==> config.mk <==
export PLATFORM = sky130hd
export DESIGN_NAME = gpr_result_bus
export DESIGN_NICKNAME = d
export VERILOG_FILES = /design/src/rtl/ppc_types.sv /design/src/rtl/round_robin_arbiter.sv /design/src/rtl/gpr_result_bus.sv
export SDC_FILE = /design/constraint.sdc
export NUM_CORES = 1
export LEC_CHECK = 0
export ABC_AREA = 1
export BUFFER_PORTS_ARGS = -buffer_cell sky130_fd_sc_hd__buf_2
export CAP_MARGIN = 20
export CORE_MARGIN = 2
export CORE_UTILIZATION = 60
export CTS_BUF_LIST = sky130_fd_sc_hd__clkbuf_2
export CTS_CLUSTER_SIZE = 28
export DETAILED_ROUTE_END_ITERATION = 16
export PLACE_DENSITY = 0.89
export SLEW_MARGIN = 20
export SYNTH_ARGS = -nofsm -noshare
export SYNTH_HDL_FRONTEND = slang
export SYNTH_SLANG_ARGS = --single-unit
export TNS_END_PERCENT = 5
==> constraint.sdc <==
create_clock -name clk -period 4.1 [get_ports clk]
set_clock_uncertainty 0.05 [all_clocks]
set_input_delay 0.82 -clock clk [delete_from_list [all_inputs] [get_ports clk]]
set_output_delay 0.82 -clock clk [all_outputs]
set_load 0.05 [all_outputs]
==> src/rtl/ppc_types.sv <==
// Shared constants and helpers for the result-bus blocks.
package ppc_types;

  localparam int GPR_ADDR_WIDTH = 5;
  localparam int GPR_DATA_WIDTH = 32;

  // Next round-robin position after idx, wrapping at n.
  function automatic int rr_next(input int idx, input int n);
    return (idx + 1 >= n) ? 0 : idx + 1;
  endfunction

endpackage

==> src/rtl/round_robin_arbiter.sv <==
// Combinational round-robin arbiter: the first requester found scanning
// pointer, pointer+1, ... (mod N) wins. Shared by the GPR/SPR/CR result buses.
module round_robin_arbiter #(
  parameter int N = 3
) (
  input  logic [N-1:0]         request,
  input  logic [$clog2(N)-1:0] pointer,
  output logic [N-1:0]         grant,
  output logic [$clog2(N)-1:0] grant_index,
  output logic                 any_grant
);

  localparam int IW = $clog2(N);

  // Scan from the farthest offset down to zero so the nearest requester wins last.
  always_comb begin
    int idx;
    idx         = 0;
    grant       = '0;
    grant_index = '0;
    any_grant   = 1'b0;
    for (int k = N - 1; k >= 0; k--) begin
      idx = int'(pointer) + k;
      if (idx >= N) idx = idx - N;
      if (request[idx]) begin
        grant       = '0;
        grant[idx]  = 1'b1;
        grant_index = IW'(idx);
        any_grant   = 1'b1;
      end
    end
  end

endmodule

==> src/rtl/gpr_result_bus.sv <==
// GPR result bus: one buffer slot per execution-unit producer, round-robin
// selection, and a registered one-cycle broadcast that doubles as the
// register-file write port.
module gpr_result_bus
  import ppc_types::*;
#(
  parameter int SOURCES     = 3,
  parameter int RS_ID_WIDTH = 5
) (
  input  logic                      clk,
  input  logic                      rst,
  input  logic                      src_valid    [0:SOURCES-1],
  output logic                      src_ready    [0:SOURCES-1],
  input  logic [RS_ID_WIDTH-1:0]    src_rs_id    [0:SOURCES-1],
  input  logic [GPR_ADDR_WIDTH-1:0] src_reg_addr [0:SOURCES-1],
  input  logic [GPR_DATA_WIDTH-1:0] src_result   [0:SOURCES-1],
  input  logic                      flush,
  output logic                      update_gpr_op_valid,
  output logic [RS_ID_WIDTH-1:0]    update_gpr_op_rs_id_out,
  output logic [GPR_DATA_WIDTH-1:0] update_gpr_op_value_out,
  output logic                      gpr_write_enable,
  output logic [GPR_ADDR_WIDTH-1:0] gpr_write_addr,
  output logic [GPR_DATA_WIDTH-1:0] gpr_write_value
);

  localparam int PW = $clog2(SOURCES);

  // RS ID width is a parameter, so the entry type lives here rather than in the package.
  typedef struct packed {
    logic                      valid;
    logic [RS_ID_WIDTH-1:0]    rs_id;
    logic [GPR_ADDR_WIDTH-1:0] addr;
    logic [GPR_DATA_WIDTH-1:0] value;
  } entry_t;

  entry_t        buf_q [SOURCES];
  entry_t        buf_d [SOURCES];
  entry_t        out_q;
  entry_t        out_d;
  logic [PW-1:0] ptr_q;
  logic [PW-1:0] ptr_d;

  logic [SOURCES-1:0] req;
  logic [SOURCES-1:0] grant;
  logic [PW-1:0]      grant_idx;
  logic               any_grant;

  // Requests come only from registered buffer state, keeping src_* off any output path.
  always_comb begin
    req = '0;
    for (int i = 0; i < SOURCES; i++) req[i] = buf_q[i].valid;
  end

  round_robin_arbiter #(.N(SOURCES)) u_arb (
    .request     (req),
    .pointer     (ptr_q),
    .grant       (grant),
    .grant_index (grant_idx),
    .any_grant   (any_grant)
  );

  // A slot can accept when empty or when its current entry is leaving this cycle.
  always_comb begin
    for (int i = 0; i < SOURCES; i++)
      src_ready[i] = rst & ~flush & (~buf_q[i].valid | grant[i]);
  end

  // Next state: flush wins over grant and capture; capture overrides the grant's clear.
  always_comb begin
    buf_d       = buf_q;
    ptr_d       = ptr_q;
    out_d       = out_q;
    out_d.valid = 1'b0;
    if (flush) begin
      for (int i = 0; i < SOURCES; i++) buf_d[i].valid = 1'b0;
      ptr_d = '0;
    end else begin
      if (any_grant) begin
        out_d                  = buf_q[grant_idx];
        buf_d[grant_idx].valid = 1'b0;
        ptr_d                  = PW'(rr_next(int'(grant_idx), SOURCES));
      end
      for (int i = 0; i < SOURCES; i++) begin
        if (src_valid[i] && src_ready[i]) begin
          buf_d[i].valid = 1'b1;
          buf_d[i].rs_id = src_rs_id[i];
          buf_d[i].addr  = src_reg_addr[i];
          buf_d[i].value = src_result[i];
        end
      end
    end
  end

  // State registers; reset drops pending results and the bus immediately.
  always_ff @(posedge clk or negedge rst) begin
    if (!rst) begin
      for (int i = 0; i < SOURCES; i++) buf_q[i] <= '0;
      out_q <= '0;
      ptr_q <= '0;
    end else begin
      for (int i = 0; i < SOURCES; i++) buf_q[i] <= buf_d[i];
      out_q <= out_d;
      ptr_q <= ptr_d;
    end
  end

  assign update_gpr_op_valid     = out_q.valid;
  assign update_gpr_op_rs_id_out = out_q.rs_id;
  assign update_gpr_op_value_out = out_q.value;
  assign gpr_write_enable        = out_q.valid;
  assign gpr_write_addr          = out_q.addr;
  assign gpr_write_value         = out_q.value;

endmodule

---- After elaboration in Yosys (flattened, before gate mapping) ----
Index checks and enable logic that the tools add are counted.
cells by class
  add/subtract/negate cells ............... 6
  multipliers ............................. 0
  div/mod/pow operators ................... 0
  magnitude comparators ................... 12
  equality and inequality tests ........... 0
  shift operators ......................... 0
  muxes and demuxes ....................... 45
  bitwise gates (word level) .............. 12
  reduce and logical (&&, ||, !) cells .... 18
operators with widths
  kind                     count
  $mux W43                 8
  $bwmux W129              1
  $mux W129                1
  $ge A32 B1 Y1 const B    3
  $lt A32 B4 Y1 const B    3
  $mux W32                 3
  $bmux W43 S2             1
  $demux W43 S2            1
  $ge A32 B3 Y1 const B    2
  $sub A32 B3 Y32 const B  2
  $mux W1                  15
  $mux W2                  6
  $mux W3                  3
  $reduce_bool A3 Y1       3
  $reduce_and A2 Y1        4
  $reduce_bool A2 Y1       4
  $logic_and A1 B1 Y1      7
  $add A2 B1 Y3 const B    2
  $bmux W1 S2              3
  $demux W1 S2             3
  $and A1 B1 Y1            4
  $not A1 Y1               4
  $add A2 B2 Y3 const B    1
  $ge A3 B2 Y1 const B     1
  6 further kinds          8
word-level totals
  register bits after elaboration ......... 174
  bits in latches ......................... 0
  memory bits (writable) .................. 0
  bits in read-only memories .............. 0
  input port bits ......................... 132
  memories kept ........................... 0

---- Longest topological paths before layout ----
  word-level depth ........................ 18
  gate-level depth with buffers ........... 15

---- Cells and area by module ----
From an unflattened synthesis, not the netlist that was laid out.
unflattened totals
  cells, all modules ...................... 1101
  area, all modules ....................... 8705.8 µm²
by module, submodules not included
  module               times used  cells an instance  area an instance (µm²)
  gpr_result_bus       1           1038               8391.8
  round_robin_arbiter  1           63                 314.1

---- Least setup slack after synthesis ----
Ideal clock, no wire load.
  kind .................................... reg-to-output
  start point ............................. register ptr_q[0]
  end point ............................... output src_ready[1] (netlist name)
  arrival ................................. 2.362 ns
  setup slack ............................. 0.868 ns
  cell stages (with the launch flop) ...... 12
  path buffers ............................ 2
  cell sequence ........................... dfrtp_1 -> inv_1 -> ha_1 -> inv_2 -> nand2_1 -> nand2_1 -> nand2_2 -> nand2_2 -> nand3_2 -> buf_6 -> buf_2 -> a31oi_1
RTL lines
  what                    line                   source
  from (decl)             gpr_result_bus.sv:40   logic [PW-1:0] ptr_q;
  from (signal assigned)  gpr_result_bus.sv:103  ptr_q <= ptr_d;
  to (decl)               gpr_result_bus.sv:13   output logic src_ready [0:SOURCES-1],

==> run_results.csv <==
group,metric,value,unit
status,status,"completed",
critical_path,cp_max_fo,11,
global_route,grt_usage,0.3138,
critical_path,path_class,"reg -> out",
hold_path,hp-class,"in -> reg",
die,start_util,0.6121,
sta,rsz0062_at_grt,"no",
logic_synthesis,synth_fp_nets,1181,
logic_synthesis,syn_inst,1045,
clock_network,numCtsBuffers,17,
die,die_h,122.8,um
logic_synthesis,yosys-top-cells-count,"nand2_1 (354), dfrtp_1 (174), nand4_1 (111)",
power,p_leak,5.168,nW
clock_network,clk_latency,0.77,ns
clock_network,max-clock-path-buffers,2,
final_layout,layout-drive-gt1-share,0.2339,
global_route,grt_start_max_net_pins,86,
critical_path,rrSetupSlack,0.88,ns
job,max_cap_violations,0,
place,gp_congestion,0.9354,
final_layout,fin_nets,1320,
critical_path,cp.required,3.23,ns
sta,worstMarginPinSlew,0.9902,ns
logic_synthesis,synth_edf_count,0,
critical_path,worst_setup_path_start_kind,"flip-flop",
die,die_w,122.8,um
place,io_buffers,210,
detailed_routing,ant_nets,0,
sta,finalCritPeriodShare,0.9413,
critical_path,cp.arrival,2.99,ns
sta,fmax,259.1,MHz
power,p_seq_frac,0.358,
detailed_routing,drc,0,
die,fp.dieArea,0.01507,mm2
clock_network,clock-root-buffer,"clkbuf_2",
power,p_sw,4.004,mW
sta,setup_violations,0,
power,swShare,0.5318,
detailed_routing,drt-initial-drc-count,830,
final_layout,area_delta_synth_final,12.06,%
detailed_routing,drt-wirelength-per-cell,16.61,um
clock_network,cts_resized,0,
detailed_routing,num_vias,7867,
detailed_routing,first_pass_iters,6,
logic_synthesis,synth_top_flop_cell,"dfrtp_1",
final_layout,num-fill-cells,1126,
sta,slew_violations,0,
die,num_rows,43,
global_route,antenna_found_initial,1,
global_route,grt_pass1_wl,36110,um
global_route,grt_pass1_vias,7240,
logic_synthesis,synth_top_area_cell,"dfrtp_1",
logic_synthesis,ys_ff_latch,174,
final_layout,postLayoutCoreUtil,0.6859,
power,p_comb_frac,0.524,
detailed_routing,drt-total-wl,22900,um
place,post-place-ws,0.8328,ns
sta,setup_tns,0,ns
sta,fin_ws,0.2407,ns
power,peakVddDrop,359.4,uV
sta,hold_violations,0,
clock_network,path_clk_slew,0.25,ns
place,dpl.hpwl,15180,um
logic_synthesis,yosysMostFrequentCell,"nand2_1",
logic_synthesis,ys_types,28,
logic_synthesis,async_reset_ff_frac,1.000,
sta,finalHoldWorstSlack,0.1798,ns
clock_network,cts_tree,"built",
power,p_total,7.529,mW
logic_synthesis,syn_avg_cell_area,8.099,um2
logic_synthesis,yosys_warnings,0,
die,coreArea,0.01383,mm2
sta,min_period,3.859,ns
die,io_pins,211,
logic_synthesis,seq_area_frac_synth,0.5145,
power,internal_power,3.525,mW
logic_synthesis,synth.area.top_cells,"dfrtp_1 (51%), nand2_1 (16%), nand4_1 (8.2%)",
power,p_clk_frac,0.118,
clock_network,cts.sinks,174,
detailed_routing,routed_via_density,5.705,
logic_synthesis,synth_area,0.008463,mm2
power,p_per_area,793.8,mW/mm2
clock_network,htreeDepth,4,
critical_path,end_kind,"primary output",
global_route,grt_overflow,0,
sta,relSlewSlack,0.3391,
logic_synthesis,synth_top_area_frac,0.5145,
-- flip-flops by register name (all words and copies together) (netlist names) --
signal	flops
buf_q	129
gpr_write_value	32
ptr_q	2
gpr_write_enable	1
update_gpr_op_rs_id_out	5
gpr_write_addr	5
-- timing repair --
item / CTS / global route
hold buffers: 1 / 0
endpoints found under the hold margin: 43 / 0
setup buffers: 0 / 0
-- worst paths after layout --
kind	start	end	cells past startpoint
worst max-delay path	ptr_q[0]	src_ready[1]	10
worst min-delay path	src_reg_addr[6]	buf_q[76]	3
worst max register to register	ptr_q[0]	gpr_write_value[29]	13
worst min register to register	buf_q[93]	buf_q[93]	2
max in group asynchronous	rst	buf_q[93]	3
min in group asynchronous	rst	buf_q[23]	2
-- power by group through the flow --
stage | sequential [mW] | combinational (mW) | clock, mW
floorplan | 3.35 | 2.56 | 0
global placement | 2.71 | 3.84 | 0
detailed placement | 2.72 | 3.93 | 0
CTS | 2.69 | 3.94 | 0.884
global route | 2.76 | 4.27 | 0.962
finish | 2.70 | 3.95 | 0.885
-- layout by cell type, fill, tap and decap left out, types with 2 or more instances in the layout --
cell	n
diode_2	2
a21oi_1	17
o21ai_0	31
nor2_1	98
nand3_2	5
inv_2	6
nor2_8	2
clkinv_2	3
nand3_4	2
o21ai_1	16
nand4_1	111
buf_4	12
nand3_1	55
buf_2	209
inv_6	2
inv_4	2
ha_1	4
dfrtp_1	174
nand2_1	354
nand2_4	2
a31oi_1	2
o22ai_1	2
bufinv_16	2
clkbuf_2	17
inv_1	48
clkinvlp_4	5
clkinv_1	3
nand2_2	6
-- kinds of logic (layout without fill, tap and decap cells) --
family | count (synthesis) | after routing | synth area share
AO/OA/AOI/OAI | 71 | 71 | 0.04376
adder cells (fa/ha/maj) | 4 | 4 | 0.005914
buffers and inverters | 160 | 312 | 0.09743
flip-flops | 174 | 174 | 0.5145
other | 0 | 2 | 0
AND/OR/NAND/NOR | 636 | 636 | 0.3384
-- worst max-delay path, stage by stage (launching register included) --
cell and delay [ns]:
dfrtp_1 0.45, inv_1 0.10, ha_1 0.34, inv_2 0.12, nand2_1 0.08, nand2_1 0.14
nand2_2 0.13, nand2_2 0.08, nand3_2 0.21, a31oi_1 0.27, buf_2 0.31
-- area by class of cell --
class | instances | area (um2) | area share
Sequential cell | 174 | 4354 | 0.4591
Tap cell | 180 | 225.2 | 0.02375
Timing Repair Buffer | 223 | 1157 | 0.1220
Inverter | 57 | 220.2 | 0.02322
Multi-Input combinational cell | 711 | 3292 | 0.3471
Clock inverter | 15 | 145.1 | 0.01530
Antenna cell | 2 | 5.005 | 0.0005277
Clock buffer | 17 | 85.08 | 0.008971
-- routing by layer --
layer,track usage,up-vias,part of all wire
met5,0,-,0
met4,0.1279,0,0.033
met3,0.06738,79,0.098
met2,0.4938,460,0.48
met1,0.4256,3663,0.39
li1,-,3665,-
-- metrics by stage --
stage / instance area [um2] / instances
2_1_floorplan: 8463 / 1045
3_3_place_gp: 9239 / 1344
3_5_place_dp: 9239 / 1344
6_report: 9484 / 1379
5_1_grt: 9482 / 1378
4_1_cts: 9479 / 1377
Power figures use the tool's default switching activity.
